<file path="src/rtl/clip_record_play_ctrl_if.sv">
// Bus bundle for the clip record/playback controller: request pulses, sample
// source/sink handshakes, shared BRAM port and status.
interface clip_record_play_ctrl_if #(
    parameter int NUM_CLIPS  = 4,
    parameter int DATA_W     = 8,
    parameter int CLIP_DEPTH = 32768
);
    localparam int CLIP_W  = $clog2(NUM_CLIPS);
    localparam int DEPTH_W = $clog2(CLIP_DEPTH);
    localparam int ADDR_W  = CLIP_W + DEPTH_W;

    logic                 record_req;
    logic                 play_req;
    logic                 stop_req;
    logic [CLIP_W-1:0]    clip_sel;
    logic                 sample_in_valid;
    logic [DATA_W-1:0]    sample_in;
    logic                 mem_en;
    logic                 mem_wen;
    logic [ADDR_W-1:0]    mem_addr;
    logic [DATA_W-1:0]    mem_wdata;
    logic [DATA_W-1:0]    mem_rdata;
    logic [DATA_W-1:0]    sample_out;
    logic                 sample_out_valid;
    logic                 sample_out_ready;
    logic                 des_enable;
    logic                 ser_enable;
    logic [CLIP_W-1:0]    active_clip;
    logic [NUM_CLIPS-1:0] clip_valid;
    logic                 busy;

    modport master (
        input  record_req, play_req, stop_req, clip_sel, sample_in_valid, sample_in,
               mem_rdata, sample_out_ready,
        output mem_en, mem_wen, mem_addr, mem_wdata, sample_out, sample_out_valid,
               des_enable, ser_enable, active_clip, clip_valid, busy
    );

    modport slave (
        output record_req, play_req, stop_req, clip_sel, sample_in_valid, sample_in,
               mem_rdata, sample_out_ready,
        input  mem_en, mem_wen, mem_addr, mem_wdata, sample_out, sample_out_valid,
               des_enable, ser_enable, active_clip, clip_valid, busy
    );
endinterface

</file>
<file path="src/rtl/clip_record_play_ctrl.sv">
// Record/playback controller for NUM_CLIPS clips sharing one single-port BRAM
// addressed as {clip, offset}; tracks each clip's recorded length.
module clip_record_play_ctrl #(
    parameter int NUM_CLIPS  = 4,
    parameter int DATA_W     = 8,
    parameter int CLIP_DEPTH = 32768,
    parameter int LOOP_PLAY  = 0
) (
    input  logic                   clock,
    input  logic                   reset,
    clip_record_play_ctrl_if.master bus
);
    localparam int CLIP_W  = $clog2(NUM_CLIPS);
    localparam int DEPTH_W = $clog2(CLIP_DEPTH);
    localparam int LEN_W   = DEPTH_W + 1;
    localparam logic [LEN_W-1:0] LAST_OFF = LEN_W'(CLIP_DEPTH - 1);
    localparam logic [LEN_W-1:0] FULL_LEN = LEN_W'(CLIP_DEPTH);

    typedef enum logic [2:0] {IDLE, REC, P_RD, P_WAIT, P_OUT} state_t;

    state_t               state, state_nxt;
    logic [LEN_W-1:0]     offset, offset_nxt, off_inc;
    logic [CLIP_W-1:0]    clip_r, clip_nxt;
    logic [LEN_W-1:0]     clip_len [NUM_CLIPS];
    logic [NUM_CLIPS-1:0] valid_r;
    logic                 wr_issue, rd_issue, len_upd, capture, out_clr;
    logic [LEN_W-1:0]     len_new;
    logic [DEPTH_W-1:0]   mem_off;

    assign off_inc = offset + LEN_W'(1);
    assign mem_off = wr_issue ? offset[DEPTH_W-1:0] : offset_nxt[DEPTH_W-1:0];

    always_ff @(posedge clock) begin
        if (!reset) state <= IDLE;
        else        state <= state_nxt;
    end

    always_comb begin
        state_nxt  = state;
        offset_nxt = offset;
        clip_nxt   = clip_r;
        wr_issue   = 1'b0;
        rd_issue   = 1'b0;
        len_upd    = 1'b0;
        len_new    = '0;
        capture    = 1'b0;
        out_clr    = 1'b0;
        unique case (state)
            IDLE: begin
                if (bus.record_req) begin
                    state_nxt  = REC;
                    clip_nxt   = bus.clip_sel;
                    offset_nxt = '0;
                end else if (bus.play_req && valid_r[bus.clip_sel]) begin
                    state_nxt  = P_RD;
                    clip_nxt   = bus.clip_sel;
                    offset_nxt = '0;
                    rd_issue   = 1'b1;
                end
            end
            REC: begin
                if (bus.sample_in_valid) begin
                    wr_issue   = 1'b1;
                    offset_nxt = off_inc;
                end
                // The last slot of the region closes the take even without stop.
                if (bus.sample_in_valid && offset == LAST_OFF) begin
                    len_upd   = 1'b1;
                    len_new   = FULL_LEN;
                    state_nxt = IDLE;
                end else if (bus.stop_req) begin
                    len_upd   = 1'b1;
                    len_new   = offset + LEN_W'(bus.sample_in_valid);
                    state_nxt = IDLE;
                end
            end
            P_RD: begin
                state_nxt = bus.stop_req ? IDLE : P_WAIT;
            end
            P_WAIT: begin
                if (bus.stop_req) begin
                    state_nxt = IDLE;
                end else begin
                    capture   = 1'b1;
                    state_nxt = P_OUT;
                end
            end
            P_OUT: begin
                if (bus.stop_req) begin
                    out_clr   = 1'b1;
                    state_nxt = IDLE;
                end else if (bus.sample_out_ready) begin
                    out_clr = 1'b1;
                    if (off_inc == clip_len[clip_r]) begin
                        if (LOOP_PLAY != 0) begin
                            offset_nxt = '0;
                            rd_issue   = 1'b1;
                            state_nxt  = P_RD;
                        end else begin
                            offset_nxt = off_inc;
                            state_nxt  = IDLE;
                        end
                    end else begin
                        offset_nxt = off_inc;
                        rd_issue   = 1'b1;
                        state_nxt  = P_RD;
                    end
                end
            end
            default: state_nxt = IDLE;
        endcase
    end

    // Registered BRAM port, output stage and per-clip length table.
    always_ff @(posedge clock) begin
        if (!reset) begin
            offset               <= '0;
            clip_r               <= '0;
            valid_r              <= '0;
            for (int i = 0; i < NUM_CLIPS; i++) clip_len[i] <= '0;
            bus.mem_en           <= 1'b0;
            bus.mem_wen          <= 1'b0;
            bus.mem_addr         <= '0;
            bus.mem_wdata        <= '0;
            bus.sample_out       <= '0;
            bus.sample_out_valid <= 1'b0;
        end else begin
            offset      <= offset_nxt;
            clip_r      <= clip_nxt;
            bus.mem_en  <= wr_issue || rd_issue;
            bus.mem_wen <= wr_issue;
            if (wr_issue || rd_issue) bus.mem_addr <= {clip_nxt, mem_off};
            if (wr_issue) bus.mem_wdata <= bus.sample_in;
            if (len_upd) begin
                clip_len[clip_r] <= len_new;
                valid_r[clip_r]  <= (len_new != '0);
            end
            if (capture) begin
                bus.sample_out       <= bus.mem_rdata;
                bus.sample_out_valid <= 1'b1;
            end else if (out_clr) begin
                bus.sample_out_valid <= 1'b0;
            end
        end
    end

    assign bus.des_enable  = (state == REC);
    assign bus.ser_enable  = (state == P_RD) || (state == P_WAIT) || (state == P_OUT);
    assign bus.busy        = (state != IDLE);
    assign bus.active_clip = clip_r;
    assign bus.clip_valid  = valid_r;
endmodule

</file>
<file path="src/flat_wrapper.sv">
// flat-port wrapper written by rule: the top's interface ports become plain ports
module clip_record_play_ctrl_flat 
#(
    parameter int NUM_CLIPS  = 4,
    parameter int DATA_W     = 8,
    parameter int CLIP_DEPTH = 32768,
    parameter int LOOP_PLAY  = 0
)
  (clock, reset, bus_record_req, bus_play_req, bus_stop_req, bus_clip_sel, bus_sample_in_valid, bus_sample_in, bus_mem_rdata, bus_sample_out_ready, bus_mem_en, bus_mem_wen, bus_mem_addr, bus_mem_wdata, bus_sample_out, bus_sample_out_valid, bus_des_enable, bus_ser_enable, bus_active_clip, bus_clip_valid, bus_busy);
  clip_record_play_ctrl_if #(.NUM_CLIPS(NUM_CLIPS), .DATA_W(DATA_W), .CLIP_DEPTH(CLIP_DEPTH)) bus_i ();
  input  logic clock;
  input  logic reset;
  input wire logic [$bits(bus_i.record_req)-1:0] bus_record_req;
  input wire logic [$bits(bus_i.play_req)-1:0] bus_play_req;
  input wire logic [$bits(bus_i.stop_req)-1:0] bus_stop_req;
  input wire logic [$bits(bus_i.clip_sel)-1:0] bus_clip_sel;
  input wire logic [$bits(bus_i.sample_in_valid)-1:0] bus_sample_in_valid;
  input wire logic [$bits(bus_i.sample_in)-1:0] bus_sample_in;
  input wire logic [$bits(bus_i.mem_rdata)-1:0] bus_mem_rdata;
  input wire logic [$bits(bus_i.sample_out_ready)-1:0] bus_sample_out_ready;
  output wire logic [$bits(bus_i.mem_en)-1:0] bus_mem_en;
  output wire logic [$bits(bus_i.mem_wen)-1:0] bus_mem_wen;
  output wire logic [$bits(bus_i.mem_addr)-1:0] bus_mem_addr;
  output wire logic [$bits(bus_i.mem_wdata)-1:0] bus_mem_wdata;
  output wire logic [$bits(bus_i.sample_out)-1:0] bus_sample_out;
  output wire logic [$bits(bus_i.sample_out_valid)-1:0] bus_sample_out_valid;
  output wire logic [$bits(bus_i.des_enable)-1:0] bus_des_enable;
  output wire logic [$bits(bus_i.ser_enable)-1:0] bus_ser_enable;
  output wire logic [$bits(bus_i.active_clip)-1:0] bus_active_clip;
  output wire logic [$bits(bus_i.clip_valid)-1:0] bus_clip_valid;
  output wire logic [$bits(bus_i.busy)-1:0] bus_busy;
  assign bus_i.record_req = bus_record_req;
  assign bus_i.play_req = bus_play_req;
  assign bus_i.stop_req = bus_stop_req;
  assign bus_i.clip_sel = bus_clip_sel;
  assign bus_i.sample_in_valid = bus_sample_in_valid;
  assign bus_i.sample_in = bus_sample_in;
  assign bus_i.mem_rdata = bus_mem_rdata;
  assign bus_i.sample_out_ready = bus_sample_out_ready;
  assign bus_mem_en = bus_i.mem_en;
  assign bus_mem_wen = bus_i.mem_wen;
  assign bus_mem_addr = bus_i.mem_addr;
  assign bus_mem_wdata = bus_i.mem_wdata;
  assign bus_sample_out = bus_i.sample_out;
  assign bus_sample_out_valid = bus_i.sample_out_valid;
  assign bus_des_enable = bus_i.des_enable;
  assign bus_ser_enable = bus_i.ser_enable;
  assign bus_active_clip = bus_i.active_clip;
  assign bus_clip_valid = bus_i.clip_valid;
  assign bus_busy = bus_i.busy;
  clip_record_play_ctrl #(.NUM_CLIPS(NUM_CLIPS), .DATA_W(DATA_W), .CLIP_DEPTH(CLIP_DEPTH), .LOOP_PLAY(LOOP_PLAY)) u_core (.clock(clock), .reset(reset), .bus(bus_i));
endmodule
</file>
<file path="config.mk">
export PLATFORM = sky130hd
export DESIGN_NAME = clip_record_play_ctrl_flat
export DESIGN_NICKNAME = d
export VERILOG_FILES = /design/src/rtl/clip_record_play_ctrl_if.sv /design/src/rtl/clip_record_play_ctrl.sv /design/src/flat_wrapper.sv
export SDC_FILE = /design/constraint.sdc
export NUM_CORES = 1
export LEC_CHECK = 0
export CAP_MARGIN = 30
export CORE_AREA = 2 2 167 169
export CTS_BUF_LIST = sky130_fd_sc_hd__clkbuf_8
export CTS_CLUSTER_DIAMETER = 40
export DETAILED_ROUTE_END_ITERATION = 10
export DIE_AREA = 0 0 169 171
export DONT_BUFFER_PORTS = 1
export GPL_TIMING_DRIVEN = 0
export PLACE_DENSITY = 0.41
export SYNTH_ARGS = -nofsm -noshare
export SYNTH_HDL_FRONTEND = slang
export SYNTH_SLANG_ARGS = --single-unit
</file>
<file path="constraint.sdc">
create_clock -name clock -period 3.8 [get_ports clock]
set_input_delay 0.95 -clock clock [delete_from_list [all_inputs] [get_ports clock]]
set_output_delay 0.95 -clock clock [all_outputs]
set_load 0.01 [all_outputs]
</file>
* Word-level counts from Yosys, hierarchy flattened
Memory sizes are Yosys's and may differ from the RTL's. A register that Yosys moved wholly into a read port is not among the register bits. Cells that the tools add are included. Widths: inputs -> output; s select.
Word-level totals: memories kept 1, register bits 61, output and inout bits 45, bits of input ports 25, memory bits (writable) 64
Memories:
- u_core.clip_len | depth 4, width 16, rd ports 1, clocked after memory_dff 1, wr ports 4, RTL line clip_record_play_ctrl.sv:24 | logic [LEN_W-1:0] clip_len [NUM_CLIPS];
Operators by class: add/sub/neg operators 2, multiplexer cells 54, reductions and logical operators 14, equality and inequality tests 12, order comparisons 3
Operators by type and width (number):
- $mux 16 | 9
- $pmux 16 s3 | 1
- $mux 1 | 24
- $mux 3 | 7
- $add 16x1->16 | 1
- $add 16x1->16 const B | 1
- $eq 16x15->1 const B | 1
- $eq 16x16->1 | 1
- $reduce_bool 16->1 | 1
- $reduce_or 16->1 | 1
- $mux 15 | 1
- $pmux 3 s5 | 1
- $mux 2 | 7
- $eq 3x2->1 const B | 2
- $lt 2x3->1 const B | 2
- $ne 2x2->1 const B | 3
- $ne 3x2->1 const B | 2
- $reduce_bool 3->1 | 2
- $reduce_and 5->1 | 1
- $bwmux 4 | 1
- $eq 3x1->1 const B | 1
- $eq 3x3->1 const B | 1
- $logic_and 1x1->1 | 3
- $logic_not 3->1 | 1
- other kinds (8) | 10

* Depth between registers and ports, before layout
depth in word-level cells 9, depth in mapped cells 12

* Worst setup path after synthesis
No wires, ideal clock.
path kind register to register, start reg u_core.offset[0], end mem u_core.clip_len[0][0] (netlist name) (enable), setup slack 304 ps, required time 3383 ps, period minus slack after synthesis 3496 ps, cell stages (with the launch flop) 8, arrival 3079 ps, library setup time 417 ps, cell sequence dfxtp_1 ha_1 nand3_2 nor2_2 nand4_1 nor3_1 o21ai_0 o31ai_1
RTL lines:
- start: declaration | RTL line clip_record_play_ctrl.sv:22 | logic [LEN_W-1:0] offset, offset_nxt, off_inc;
- start signal: assignment | RTL line clip_record_play_ctrl.sv:128 | offset <= offset_nxt;
- end: declaration | RTL line clip_record_play_ctrl.sv:24

==> flow_metrics.env <==
export IMPL_holdBufCountCts=0
export IMPL_cts_setup_buffers=0
export IMPL_insertion_delay_ns=0.47
export IMPL_synth_top_area_share_pct=28.8
export IMPL_cts_root_buf="clkbuf_8"
export IMPL_wl_per_cell_um=19.3
export IMPL_nFillCells=2922
export IMPL_final_area_um2=7550
export IMPL_max_cap_viol_count=0
export IMPL_clkTransAtPathRegs_ns=0.08
export IMPL_htree_levels=4
export IMPL_finalHoldViolCount=0
export IMPL_async_reset_ff_share_pct=0
export IMPL_postSynthAreaPerCell_um2=9.91
export IMPL_coreArea_um2=27300
export IMPL_port_buffers=0
export IMPL_drt_iter0_drc=244
export IMPL_boundaryPins=70
export IMPL_cts_resized_gates=0
export IMPL_path_class="reg -> reg"
export IMPL_setup_viol=0
export IMPL_dr_pass1_iters=5
export IMPL_routabilityCongestion=0.784
export IMPL_status="completed"
export IMPL_instances_no_fill=1054
export IMPL_synthFlopType="edfxtp_1"
export IMPL_route_final_wire_length_um=20400
export IMPL_cts_sinks=125
export IMPL_grt_pass1_wl_um=30900
export IMPL_ir_worst_vdd_v=0.000175
export IMPL_synth_cells=673
export IMPL_grt_start_max_net_pins=17
export IMPL_dieArea_um2=28900
export IMPL_path_max_fanout=12
export IMPL_synth_edff_count=64
export IMPL_layout_common_cells="nor2_1, nand2_1, edfxtp_1"
export IMPL_worstPathArrival_ns=3.73
export IMPL_slew_violations=0
export IMPL_end_kind="flop"
export IMPL_synth_seq_cells=125
export IMPL_layout_drive_gt1_share_pct=11.0
export IMPL_synth_top_area_cell="edfxtp_1"
export IMPL_worst_hold_slack_ns=0.511
export IMPL_fmax_ghz=0.281
export IMPL_area_growth_syn_to_layout_pct=13.2
export IMPL_synth_area_um2=6670
export IMPL_final_common_cell="nor2_1"
export IMPL_post_place_ws_ns=0.151
export IMPL_dp_hpwl_um=14700
export IMPL_antenna_found_initial=0
export IMPL_cts_path_max_buffers=2
export IMPL_synthTopCellsByArea="edfxtp_1, dfxtp_1, nor2_1, nand2_1, mux4_2"
export IMPL_synth_nets=701
export IMPL_antenna_cells=0
export IMPL_maxSlewHeadroom_pct=40.5
export IMPL_final_nets=723
export IMPL_first_global_vias=4940
export IMPL_yosysSeqAreaShare_pct=47.1
export IMPL_die_x_um=169
export IMPL_synth_cell_type_count=66
export IMPL_startpoint_type="flop"
export IMPL_min_period_over_period_pct=93.7
export IMPL_final_antenna_net_count=0
export IMPL_place_area_um2=7180
export IMPL_hp_class="reg -> reg"
export IMPL_start_util_pct=24.4
export IMPL_skew_ns=0.0130
export IMPL_via_per_inst=4.83
export IMPL_dp_cells=1022
export IMPL_fin_ws_ns=0.238
export IMPL_cts_made_buffers=17
export IMPL_utilization_pct=27.6
export IMPL_fp_dieH_um=171
export IMPL_yosys_warnings=0
export IMPL_required_ns=3.97
export IMPL_grt_overflow_total=0
export IMPL_drc=0
export IMPL_rsz0062_at_grt="false"
export IMPL_p_per_area_nw_per_um2=385
export IMPL_row_count=61
export IMPL_leakage_nw=2.58
export IMPL_worst_slew_pin_slew_ns=0.890
export IMPL_vias=5088
export IMPL_cts_tree="built"
export IMPL_layout_min_cycle_time_ns=3.56
export IMPL_grt_util_all_layers_pct=14.4
worst paths after layout:
path / startpoint / to / slack (ns) / cells after the start
setup reg to reg: u_core.offset[0]$_SDFF_PN0_ / u_core.clip_len[0][3]$_SDFFCE_PN0P_ / 0.24 / 8
setup / recovery: u_core.offset[0]$_SDFF_PN0_ / u_core.clip_len[0][3]$_SDFFCE_PN0P_ / 0.24 / 8
hold reg to reg: u_core.bus.mem_wdata[2]$_SDFFE_PN0P_ / u_core.bus.mem_wdata[2]$_SDFFE_PN0P_ / 0.51 / 2
hold / removal: u_core.bus.mem_wdata[2]$_SDFFE_PN0P_ / u_core.bus.mem_wdata[2]$_SDFFE_PN0P_ / 0.51 / 2
stage by stage:
stage / setup TNS [ns] / power (mW)
finish: 0 / 2.90
global route: 0 / 3.03
CTS: 0 / 2.94
detailed placement: 0 / 1.83
global placement: -69.82 / 1.82
floorplan: 0 / 1.72
state kept, by name, summed over array words and instances (netlist names):
| register | count |
|---|---|
| u_core.bus.mem_wdata | 8 |
| u_core.bus.mem_wen | 1 |
| u_core.bus.clip_valid | 4 |
| u_core.state | 3 |
| u_core.bus.mem_addr | 17 |
| u_core.clip_len | 64 |
| u_core.bus.sample_out | 8 |
| u_core.bus.sample_out_valid | 1 |
| u_core.bus.mem_en | 1 |
| u_core.bus.active_clip | 2 |
| u_core.offset | 16 |
synthesized netlist by cell type (all sizes together), types with 4 or more instances:
library cell / number
a21oi: 20
buf: 14
nor2: 82
nand4: 7
a31oi: 5
and2: 5
edfxtp: 64
clkbuf: 37
and3: 7
nand3: 15
o21ai: 38
or3: 11
o221ai: 7
xor2: 16
a21boi: 17
nand2: 76
mux4: 17
xnor2: 21
o311a: 4
dfxtp: 61
mux2i: 20
a21o: 6
o31ai: 6
o211ai: 4
nor4: 9
inv: 17
nor2b: 15
nand2b: 9
nor3: 30
critical path, cell delays in order, from the launching register on:
cell     delay [ns]
dfxtp_1        0.51
ha_1           0.37
nand3_2        0.18
nor2_2         0.34
nand4_1        0.33
nor3_1         0.39
o21ai_0        0.35
o31ai_4        0.55
buf_8          0.23
metal layers:
layer	share of wire (%)	global-route usage (%)	vias up
li1	-	-	2471
met1	48	19.4	2488
met2	47	23.3	112
met3	4.1	3.28	17
met4	1.4	3.90	0
met5	0	0	-
report_power, final:
group	switching, mW	internal, mW
logic	0.203	0.116
registers	0.0223	1.46
clock network	0.597	0.509
total	0.822	2.08
cell type report:
class                           instances  area, um2  area share (%)
Multi-Input combinational cell        480       3240            43.0
Timing Repair Buffer                    3       57.6           0.762
Buffer                                 51        251            3.33
Clock buffer                           17        234            3.10
Tap cell                              346        433            5.73
Clock inverter                         15        123            1.62
Sequential cell                       125       3140            41.6
Inverter                               17       63.8           0.845
cells by family (layout without fill, tap and decap cells):
| logic type | after synthesis | after routing | synth area share [%] |
|---|---|---|---|
| XOR/XNOR | 39 | 39 | 5.53 |
| flip-flops | 125 | 125 | 47.1 |
| adder cells (fa/ha/maj) | 3 | 3 | 0.563 |
| buffers and inverters | 68 | 103 | 4.73 |
| AND/OR/NAND/NOR | 275 | 275 | 20.5 |
| AO/OA/AOI/OAI | 126 | 126 | 12.5 |
| multiplexers | 37 | 37 | 9.02 |
(Power assumes the default switching activity.)
